===== config.mk =====
export PLATFORM = sky130hd
export DESIGN_NAME = sar_search_flat
export DESIGN_NICKNAME = d
export VERILOG_FILES = /design/src/rtl/sar_pkg.sv /design/src/rtl/sar_search_if.sv /design/src/rtl/sar_bounds.sv /design/src/rtl/sar_search.sv /design/src/flat_wrapper.sv
export SDC_FILE = /design/constraint.sdc
export NUM_CORES = 1
export LEC_CHECK = 0
export CORE_MARGIN = 2
export CORE_UTILIZATION = 48
export DETAILED_ROUTE_END_ITERATION = 8
export PLACE_DENSITY = 0.71
export SLEW_MARGIN = 5
export SYNTH_ARGS = -nofsm -noshare
export SYNTH_HDL_FRONTEND = slang
export SYNTH_SLANG_ARGS = --single-unit

===== constraint.sdc =====
create_clock -name clk -period 2.7 [get_ports clk]
set_clock_uncertainty 0.05 [all_clocks]
set_input_delay 0.54 -clock clk [delete_from_list [all_inputs] [get_ports clk]]
set_output_delay 0.54 -clock clk [all_outputs]
set_load 0.005 [all_outputs]

===== src/rtl/sar_pkg.sv =====
// Shared types and constants for the sar_search binary-search controller.
// The optional flag check is enabled with `define SAR_SEARCH_CHECK_EN.
package sar_pkg;

  typedef enum logic {
    SAR_IDLE,
    SAR_PROBE
  } sar_state_t;

  // Bit positions inside the packed {gt,lt,eq} comparator flag vector
  localparam int FLAG_GT = 2;
  localparam int FLAG_LT = 1;
  localparam int FLAG_EQ = 0;
  localparam int FLAG_W  = 3;

endpackage


===== src/rtl/sar_search_if.sv =====
// Control and comparator-side signals of sar_search, bundled for port connection.
// master = environment (starts searches, returns comparator flags), slave = sar_search.
interface sar_search_if #(
  parameter int WIDTH = 4
);
  logic             start;
  logic [WIDTH-1:0] guess;
  logic             cmp_gt;
  logic             cmp_lt;
  logic             cmp_eq;
  logic             busy;
  logic             done;
  logic             found;
  logic [WIDTH-1:0] result;
  logic             err;

  modport master (
    output start, cmp_gt, cmp_lt, cmp_eq,
    input  guess, busy, done, found, result, err
  );

  modport slave (
    input  start, cmp_gt, cmp_lt, cmp_eq,
    output guess, busy, done, found, result, err
  );
endinterface


===== src/rtl/sar_bounds.sv =====
// Combinational bound update for one binary-search probe.
// With SAR_SEARCH_CHECK_EN defined, a non-one-hot flag vector requests an abort.
module sar_bounds
  import sar_pkg::*;
#(
  parameter int WIDTH = 4
) (
  input  logic [WIDTH-1:0]  lo,
  input  logic [WIDTH-1:0]  hi,
  input  logic [WIDTH-1:0]  guess,
  input  logic [FLAG_W-1:0] flags,
  output logic [WIDTH-1:0]  lo_next,
  output logic [WIDTH-1:0]  hi_next,
  output logic [WIDTH-1:0]  guess_next,
  output logic              terminate,
  output logic              hit,
  output logic              abort
);

  localparam logic [WIDTH-1:0] ONE = WIDTH'(1);

  // Sum kept one bit wider so the midpoint never loses the carry
  function automatic logic [WIDTH-1:0] midpoint(input logic [WIDTH-1:0] a,
                                                input logic [WIDTH-1:0] b);
    return WIDTH'(({1'b0, a} + {1'b0, b}) >> 1);
  endfunction

  logic [WIDTH-1:0] guess_dec;
  logic [WIDTH-1:0] guess_inc;

  assign guess_dec = guess - ONE;
  assign guess_inc = guess + ONE;

`ifdef SAR_SEARCH_CHECK_EN
  logic flags_onehot;
  assign flags_onehot = $onehot(flags);
`endif

  always_comb begin
    lo_next    = lo;
    hi_next    = hi;
    guess_next = guess;
    terminate  = 1'b0;
    hit        = 1'b0;
    abort      = 1'b0;
`ifdef SAR_SEARCH_CHECK_EN
    if (!flags_onehot) begin
      abort     = 1'b1;
      terminate = 1'b1;
    end else
`endif
    if (flags[FLAG_EQ]) begin
      terminate = 1'b1;
      hit       = 1'b1;
    end else if (flags[FLAG_GT]) begin
      // Bound test precedes the decrement so hi cannot wrap below zero
      if (guess == lo) begin
        terminate = 1'b1;
      end else begin
        hi_next    = guess_dec;
        guess_next = midpoint(lo, guess_dec);
      end
    end else begin
      // lt, or no flag at all when the check is disabled
      if (guess == hi) begin
        terminate = 1'b1;
      end else begin
        lo_next    = guess_inc;
        guess_next = midpoint(guess_inc, hi);
      end
    end
  end

endmodule


===== src/rtl/sar_search.sv =====
// Binary-search controller driving comparator operand A; FSM and registered outputs.
// Optional non-one-hot flag abort: `define SAR_SEARCH_CHECK_EN.
module sar_search
  import sar_pkg::*;
#(
  parameter int WIDTH = 4
) (
  input  logic         clk,
  input  logic         rst,
  sar_search_if.slave  bus
);

  localparam logic [WIDTH-1:0] ALL_ONES = '1;
  localparam logic [WIDTH-1:0] FIRST_GUESS = ALL_ONES >> 1;

  sar_state_t       state_reg;
  logic [WIDTH-1:0] guess_reg;
  logic [WIDTH-1:0] lo_reg;
  logic [WIDTH-1:0] hi_reg;
  logic             busy_reg;
  logic             done_reg;
  logic             found_reg;
  logic [WIDTH-1:0] result_reg;
  logic             err_reg;

  logic [FLAG_W-1:0] flags;
  logic [WIDTH-1:0]  lo_next;
  logic [WIDTH-1:0]  hi_next;
  logic [WIDTH-1:0]  guess_next;
  logic              terminate;
  logic              hit;
  logic              abort;

  always_comb begin
    flags          = '0;
    flags[FLAG_GT] = bus.cmp_gt;
    flags[FLAG_LT] = bus.cmp_lt;
    flags[FLAG_EQ] = bus.cmp_eq;
  end

  sar_bounds #(
    .WIDTH(WIDTH)
  ) u_bounds (
    .lo         (lo_reg),
    .hi         (hi_reg),
    .guess      (guess_reg),
    .flags      (flags),
    .lo_next    (lo_next),
    .hi_next    (hi_next),
    .guess_next (guess_next),
    .terminate  (terminate),
    .hit        (hit),
    .abort      (abort)
  );

  always_ff @(posedge clk) begin
    if (rst) begin
      state_reg  <= SAR_IDLE;
      guess_reg  <= '0;
      lo_reg     <= '0;
      hi_reg     <= ALL_ONES;
      busy_reg   <= 1'b0;
      done_reg   <= 1'b0;
      found_reg  <= 1'b0;
      result_reg <= '0;
      err_reg    <= 1'b0;
    end else begin
      done_reg <= 1'b0;
      case (state_reg)
        SAR_IDLE: begin
          if (bus.start) begin
            lo_reg    <= '0;
            hi_reg    <= ALL_ONES;
            guess_reg <= FIRST_GUESS;
            found_reg <= 1'b0;
            err_reg   <= 1'b0;
            busy_reg  <= 1'b1;
            state_reg <= SAR_PROBE;
          end
        end
        SAR_PROBE: begin
          // start is deliberately not looked at here: a running search is never restarted
          if (terminate) begin
            found_reg  <= hit;
            err_reg    <= abort;
            result_reg <= guess_reg;
            done_reg   <= 1'b1;
            busy_reg   <= 1'b0;
            state_reg  <= SAR_IDLE;
          end else begin
            lo_reg    <= lo_next;
            hi_reg    <= hi_next;
            guess_reg <= guess_next;
          end
        end
        default: state_reg <= SAR_IDLE;
      endcase
    end
  end

  assign bus.guess  = guess_reg;
  assign bus.busy   = busy_reg;
  assign bus.done   = done_reg;
  assign bus.found  = found_reg;
  assign bus.result = result_reg;
  assign bus.err    = err_reg;

endmodule


===== src/flat_wrapper.sv =====
// flat-port wrapper written by rule: the top's interface ports become plain ports
module sar_search_flat import sar_pkg::*;
#(
  parameter int WIDTH = 4
)
  (clk, rst, bus_start, bus_cmp_gt, bus_cmp_lt, bus_cmp_eq, bus_guess, bus_busy, bus_done, bus_found, bus_result, bus_err);
  sar_search_if #(.WIDTH(WIDTH)) bus_i ();
  input  logic clk;
  input  logic rst;
  input wire logic [$bits(bus_i.start)-1:0] bus_start;
  input wire logic [$bits(bus_i.cmp_gt)-1:0] bus_cmp_gt;
  input wire logic [$bits(bus_i.cmp_lt)-1:0] bus_cmp_lt;
  input wire logic [$bits(bus_i.cmp_eq)-1:0] bus_cmp_eq;
  output wire logic [$bits(bus_i.guess)-1:0] bus_guess;
  output wire logic [$bits(bus_i.busy)-1:0] bus_busy;
  output wire logic [$bits(bus_i.done)-1:0] bus_done;
  output wire logic [$bits(bus_i.found)-1:0] bus_found;
  output wire logic [$bits(bus_i.result)-1:0] bus_result;
  output wire logic [$bits(bus_i.err)-1:0] bus_err;
  assign bus_i.start = bus_start;
  assign bus_i.cmp_gt = bus_cmp_gt;
  assign bus_i.cmp_lt = bus_cmp_lt;
  assign bus_i.cmp_eq = bus_cmp_eq;
  assign bus_guess = bus_i.guess;
  assign bus_busy = bus_i.busy;
  assign bus_done = bus_i.done;
  assign bus_found = bus_i.found;
  assign bus_result = bus_i.result;
  assign bus_err = bus_i.err;
  sar_search #(.WIDTH(WIDTH)) u_core (.clk(clk), .rst(rst), .bus(bus_i));
endmodule

==> results of run 1 <==
worst register-to-register path, delay by kind of cell, from the launching register on:
kind	cells	cell delay, ns
flops	1	0.50
fa+ha+maj	2	0.82
compound gates	4	0.47
buf+inv	2	0.21
simple gates	1	0.07
power breakdown:
part           switching, mW  internal [mW]  leakage (nW)  total (mW)
logic                  0.123          0.113         0.439       0.236
registers             0.0207          0.308         0.163       0.329
clock network         0.0992          0.150        0.0279       0.249
total                  0.243          0.571         0.630       0.815
path summary, 6_finish.rpt:
check | cells after the start | end | startpoint | slack [ns]
setup / recovery | 9 | u_core.bus.guess[3] | u_core.bus.guess[1] | 0.49
hold / removal | 2 | u_core.bus.busy | u_core.bus.busy | 0.46
setup reg to reg | 9 | u_core.bus.guess[3] | u_core.bus.guess[1] | 0.49
hold reg to reg | 2 | u_core.bus.busy | u_core.bus.busy | 0.46
cells by family after synthesis:
family	Yosys count	synth area share [%]
compound gates	22	11.8
xor+xnor	14	10.6
fa+ha+maj	14	13.9
buf+inv	12	5.11
flops	20	29.2
mux	9	6.85
other cells	1	0.274
simple gates	47	22.3
area by class of cell:
type                    count  area (µm²)  share of cell area, %
clock buffers               3        22.5                   1.41
clock inverters             1        30.0                   1.88
inverters                   3        11.3                  0.705
multi-input cells         107         900                   56.3
flip-flops and latches     20         400                   25.1
well taps                  31        38.8                   2.43
repair buffers             21         195                   12.2
Yosys cell counts (4+ instances only):
cell type	number	area (µm²)
sky130_fd_sc_hd__a211oi_1	4	30.0
sky130_fd_sc_hd__ha_1	12	150
sky130_fd_sc_hd__a21oi_1	10	50.1
sky130_fd_sc_hd__mux2i_1	6	60.1
sky130_fd_sc_hd__nor3_1	4	20.0
sky130_fd_sc_hd__nand3b_1	5	37.5
sky130_fd_sc_hd__a21o_1	4	30.0
sky130_fd_sc_hd__nor2_1	11	41.3
sky130_fd_sc_hd__xnor2_1	5	43.8
sky130_fd_sc_hd__dfxtp_1	20	400
sky130_fd_sc_hd__nand2_1	10	37.5
sky130_fd_sc_hd__xor2_1	6	52.6
sky130_fd_sc_hd__nand2b_1	4	25.0
per-stage QoR:
stage	power (mW)	hold slack [ns]	util (%)	worst slack [ns]	std cells
after floorplan	0.500	0.433	-	0.616	139
after global placement	0.559	0.423	56.5	0.292	182
after detailed placement	0.571	0.434	56.5	0.246	182
after CTS	0.821	0.462	58.4	0.506	186
after global routing	0.857	0.489	58.4	0.376	186
final	0.815	0.456	58.4	0.485	186
layer usage:
layer  up-vias  part of all wire, %
li1        511                    -
met5         -                    0
met3         4                  3.8
met1       508                   46
met4         0                 0.83
met2        19                   49
==> key figures, run 1 <==
Run status
  • Status: complete, no violations

Setup path
  • Signal arrival time at the worst endpoint: 2.37 ns
  • Path type of the worst setup path: reg2reg
  • Required time worst endpoint: 2.85 ns
  • Delay contributed by the slowest stage of the critical path: 0.50 ns
  • Worst Path Max Fanout: 5
  • Kind of start point of the critical path: flip-flop
  • Cell repeated most along the worst path: sky130_fd_sc_hd__a21oi_1
  • CP Cell Sequence: inv_1 > ha_1 > inv_1 > fa_1 > a21o_1 > a21oi_1 > a21oi_1 > nand2_1 > a21oi_1
  • Worst-path cell with the longest stage delay: sky130_fd_sc_hd__dfxtp_1
  • Cell class contributing the biggest share of worst-path delay: adder cells
  • Number of buffers and inverters on the critical path: 2
  • Worst Setup End Kind: flip-flop

Timing
  • Max transition margin: 64.7%
  • Max Slew Vio Count: 0
  • Final total negative setup slack: 0 ns
  • Fmax: 0.452 GHz
  • Endpoints failing hold: 0
  • RSZ-0062 raised after global routing: no
  • Worst Tran Pin Value: 0.529 ns
  • Number of endpoints failing setup at the final stage: 0
  • Shortest period the worst path allows: 2.21 ns
  • Fraction of the cycle the final worst path needs: 82.0%

GRT
  • Largest net degree at the start of global routing: 13
  • Met3 Use GR: 4.31%
  • Via count of the first global-routing pass: 1,016
  • GRT busiest layer: met2
  • Total GRT Usage: 19.6%
  • GR met1 Demand/Resource: 25.4%
  • Total congestion overflow: 0
  • Wire length of the first global-routing pass: 4.87 mm
  • GR met2 Demand/Resource: 32.5%
  • Antenna violations before repair: 0

Floorplan
  • Chip Width: 57.4 µm
  • Initial core utilization: 50.1%
  • I/O pins: 18
  • Die Ht: 57.4 µm
  • Floorplan die area: 0.00330 mm²
  • Cell row count: 19
  • Core Footprint: 0.00273 mm²

Route
  • Drt first-iter violations: 44
  • Number of remaining DRC errors: 0
  • Routed Wire Length: 3.01 mm
  • Wire length per cell after detailed routing: 16.2 µm
  • Routed Antenna Nets: 0
  • Routed vias: 1,042
  • Number of vias per cell after detailed routing: 5.60
  • Count of TritonRoute iterations in the first routing pass: 4

Clock network
  • Number of H-tree levels: 1
  • Number of buffers created by CTS: 3
  • CTS resizes: 0
  • Total setup buffers inserted after CTS: 0
  • Cell at the root of the clock tree: sky130_fd_sc_hd__clkbuf_4
  • Buffer levels on the longest clock path: 2
  • Clock slew at the register clock pins of the worst setup and hold paths: 0.12 ns
  • Clock tree from TritonCTS: done
  • Hold-fix buffers, CTS: 0
  • Clk sinks: 20
  • Insertion delay to the later sink of the worst-skew pair: 0.31 ns

Logic synthesis
  • Area of the mapped netlist: 0.00137 mm²
  • Number of synthesized flops with an enable pin: 0
  • Mapped Nets: 159
  • Yosys reg bits: 20
  • Count of yosys warnings during synthesis: 0
  • Avg Inst Size Synth: 9.86 µm²
  • Number of instances in the synthesized netlist: 139
  • Sequential-to-total area share from yosys stat: 29.2%
  • Number of unique standard cell types used by synthesis: 35
  • Fraction of synthesis flops using an asynchronous set or reset pin: 0%
  • Most used DFF post-synth: sky130_fd_sc_hd__dfxtp_1

Placed design
  • HPWL reported at the end of detailed placement: 2.32 mm
  • Count of buffers from port buffering: 15
  • Routability-driven placement congestion ratio: 0.865
  • Placed standard-cell area: 0.00155 mm²

Finish
  • Commonest non-fill, non-tap cell in the layout: sky130_fd_sc_hd__dfxtp_1
  • Layout Nets: 176
  • Ant. Diodes: 0
  • Layout cells sized above 1: 15.5%
  • Area growth from synthesis to final layout: 16.6%
  • Non-Filler Cell Area, Final: 0.00160 mm²
  • Layout filler cell count: 248
  • Most frequent cells in the layout: sky130_fd_sc_hd__dfxtp_1 (20), sky130_fd_sc_hd__clkdlybuf4s50_1 (15), sky130_fd_sc_hd__ha_1 (12)

Power
  • Cell leakage power: 0.630 nW
  • Areal power density over the cells: 510 mW/mm²
  • Maximum resistive drop on vdd: 0.320 mV

Job
  • Max-cap violation count: 0

Min path
  • Worst hold path class: reg2reg
(Power assumes the default switching activity.)
==> run 2: changes to the inputs <==
--- a/config.mk
+++ b/config.mk
@@ -8,7 +8,7 @@
 export CORE_MARGIN = 2
 export CORE_UTILIZATION = 48
 export DETAILED_ROUTE_END_ITERATION = 8
-export PLACE_DENSITY = 0.71
+export PLACE_DENSITY = 0.74
 export SLEW_MARGIN = 5
 export SYNTH_ARGS = -nofsm -noshare
 export SYNTH_HDL_FRONTEND = slang
==> constraint.sdc (replaced) <==
create_clock -name clk -period 1.93 [get_ports clk]
set_clock_uncertainty 0.05 [all_clocks]
set_input_delay 0.386 -clock clk [delete_from_list [all_inputs] [get_ports clk]]
set_output_delay 0.386 -clock clk [all_outputs]
set_load 0.005 [all_outputs]
==> key figures, run 2 (synthesis gave the netlist of run 1 again) <==
Setup path
  • Worst-path cell with the longest stage delay: sky130_fd_sc_hd__fa_1
  • Worst Setup End Kind: flip-flop
  • Number of buffers and inverters on the critical path: 2
  • Cell class contributing the biggest share of worst-path delay: adder cells
  • CP Cell Sequence: inv_4 > ha_4 > inv_4 > fa_1 > a21o_1 > a21oi_1 > a21oi_1 > nand2_1 > a21oi_1
  • Required time worst endpoint: 2.09 ns
  • Delay contributed by the slowest stage of the critical path: 0.42 ns
  • Signal arrival time at the worst endpoint: 2.08 ns
  • Cell repeated most along the worst path: sky130_fd_sc_hd__a21oi_1
  • Worst Path Max Fanout: 4
  • Path type of the worst setup path: reg2reg
  • Kind of start point of the critical path: flip-flop

Finish
  • Layout cells sized above 1: 36.3%
  • Most frequent cells in the layout: sky130_fd_sc_hd__buf_4 (18), sky130_fd_sc_hd__dfxtp_1 (17), sky130_fd_sc_hd__clkdlybuf4s50_1 (15)
  • Area growth from synthesis to final layout: 38.9%
  • Layout filler cell count: 199
  • Layout Nets: 192
  • Commonest non-fill, non-tap cell in the layout: sky130_fd_sc_hd__buf_4
  • Non-Filler Cell Area, Final: 0.00190 mm²
  • Non-filler instance count after layout: 202
  • Ant. Diodes: 0

Job
  • Max-cap violation count: 0

Route
  • Count of TritonRoute iterations in the first routing pass: 4
  • Wire length per cell after detailed routing: 16.0 µm
  • Routed Antenna Nets: 0
  • Number of remaining DRC errors: 0
  • Drt first-iter violations: 21
  • Number of vias per cell after detailed routing: 5.55
  • Routed vias: 1,121
  • Routed Wire Length: 3.24 mm

Clock network
  • Clock tree from TritonCTS: done
  • Number of H-tree levels: 1
  • Buffer levels on the longest clock path: 2
  • Hold-fix buffers, CTS: 0
  • Number of buffers created by CTS: 3
  • Cell at the root of the clock tree: sky130_fd_sc_hd__clkbuf_4
  • Clk sinks: 20
  • Clock slew at the register clock pins of the worst setup and hold paths: 0.13 ns
  • Insertion delay to the later sink of the worst-skew pair: 0.32 ns

GRT
  • Antenna violations before repair: 0
  • Largest net degree at the start of global routing: 13
  • Total congestion overflow: 0
  • Total GRT Usage: 19.5%
  • Via count of the first global-routing pass: 1,066
  • Wire length of the first global-routing pass: 4.93 mm

Timing
  • Shortest period the worst path allows: 1.92 ns
  • Worst Setup Slack, final: 0.00959 ns
  • Max transition margin: 64.8%
  • Fmax: 0.521 GHz
  • Final total negative setup slack: 0 ns
  • Max Slew Vio Count: 0
  • Endpoints failing hold: 0
  • Worst Tran Pin Value: 0.527 ns
  • Number of endpoints failing setup at the final stage: 0
  • RSZ-0062 raised after global routing: yes
  • Fraction of the cycle the final worst path needs: 99.5%

Placed design
  • Placed standard-cell area: 0.00167 mm²
  • HPWL reported at the end of detailed placement: 2.33 mm
  • Placed insts: 195
  • Worst slack, placed: -0.215 ns
  • Count of buffers from port buffering: 15
  • Routability-driven placement congestion ratio: 0.836

Floorplan
  • Die Ht: 57.4 µm
  • Chip Width: 57.4 µm
  • Core Footprint: 0.00273 mm²
  • Floorplan die area: 0.00330 mm²
  • Cell row count: 19
  • I/O pins: 18
  • Initial core utilization: 50.1%

Power
  • Maximum resistive drop on vdd: 0.621 mV
  • Areal power density over the cells: 698 mW/mm²
  • Total power consumption of the routed design: 1.33 mW
  • Cell leakage power: 0.735 nW

Min path
  • Worst hold path class: reg2reg

Run status
  • Status: complete, no violations
## run 2: cell types whose count changed in the layout (fill, tap and decap cells not counted), sizes merged
| cell | change |
|---|---|
| buf | +16 |
## run 2: worst min-delay path, delay by kind of cell (launching register included)
family | cells | cell delay (ns)
DFF | 1 | 0.35
muxes | 1 | 0.07
and+or+nand+nor | 1 | 0.07
## run 2: area by class of cell
type	count	area (µm²)	share of cell area, %
flip-flops and latches	20	409	21.5
clock inverters	1	30.0	1.58
clock buffers	3	22.5	1.18
well taps	31	38.8	2.04
inverters	3	16.3	0.855
repair buffers	37	348	18.3
multi-input cells	107	1040	54.6
## run 2: path summary, 6_finish.rpt
| kind | start | end | slack, ns | cells past startpoint |
|---|---|---|---|---|
| setup / recovery | u_core.bus.guess[0] | u_core.bus.guess[3] | 0.01 | 9 |
| hold / removal | u_core.bus.result[0] | u_core.bus.result[0] | 0.46 | 2 |
| setup reg to reg | u_core.bus.guess[0] | u_core.bus.guess[3] | 0.01 | 9 |
| hold reg to reg | u_core.bus.result[0] | u_core.bus.result[0] | 0.46 | 2 |
## run 2: what timing repair did
action,CTS,global route
endpoints found under the setup margin,4,9
resized for setup,3,25
pin swaps,0,17
buffers inserted,0,4
## run 2: through the flow
step	utilization (%)	hold slack [ns]
after floorplan	-	0.433
after global placement	61.1	0.418
after detailed placement	61.1	0.435
after CTS	63.6	0.465
after global routing	69.6	0.490
final	69.6	0.458
## run 2: layer usage
metal  routed length (µm)  vias to the layer above  global-route usage (%)
met5                    0                        -                       0
li1                     -                      542                       -
met1                 1460                      547                    26.3
met3                  139                        7                    4.08
met4                   78                        0                    5.65
met2                 1560                       25                    31.3
## run 2: report_power, final
group | internal [mW] | switching [mW]
clock network | 0.210 | 0.152
registers | 0.433 | 0.0235
logic | 0.271 | 0.239
total | 0.914 | 0.415
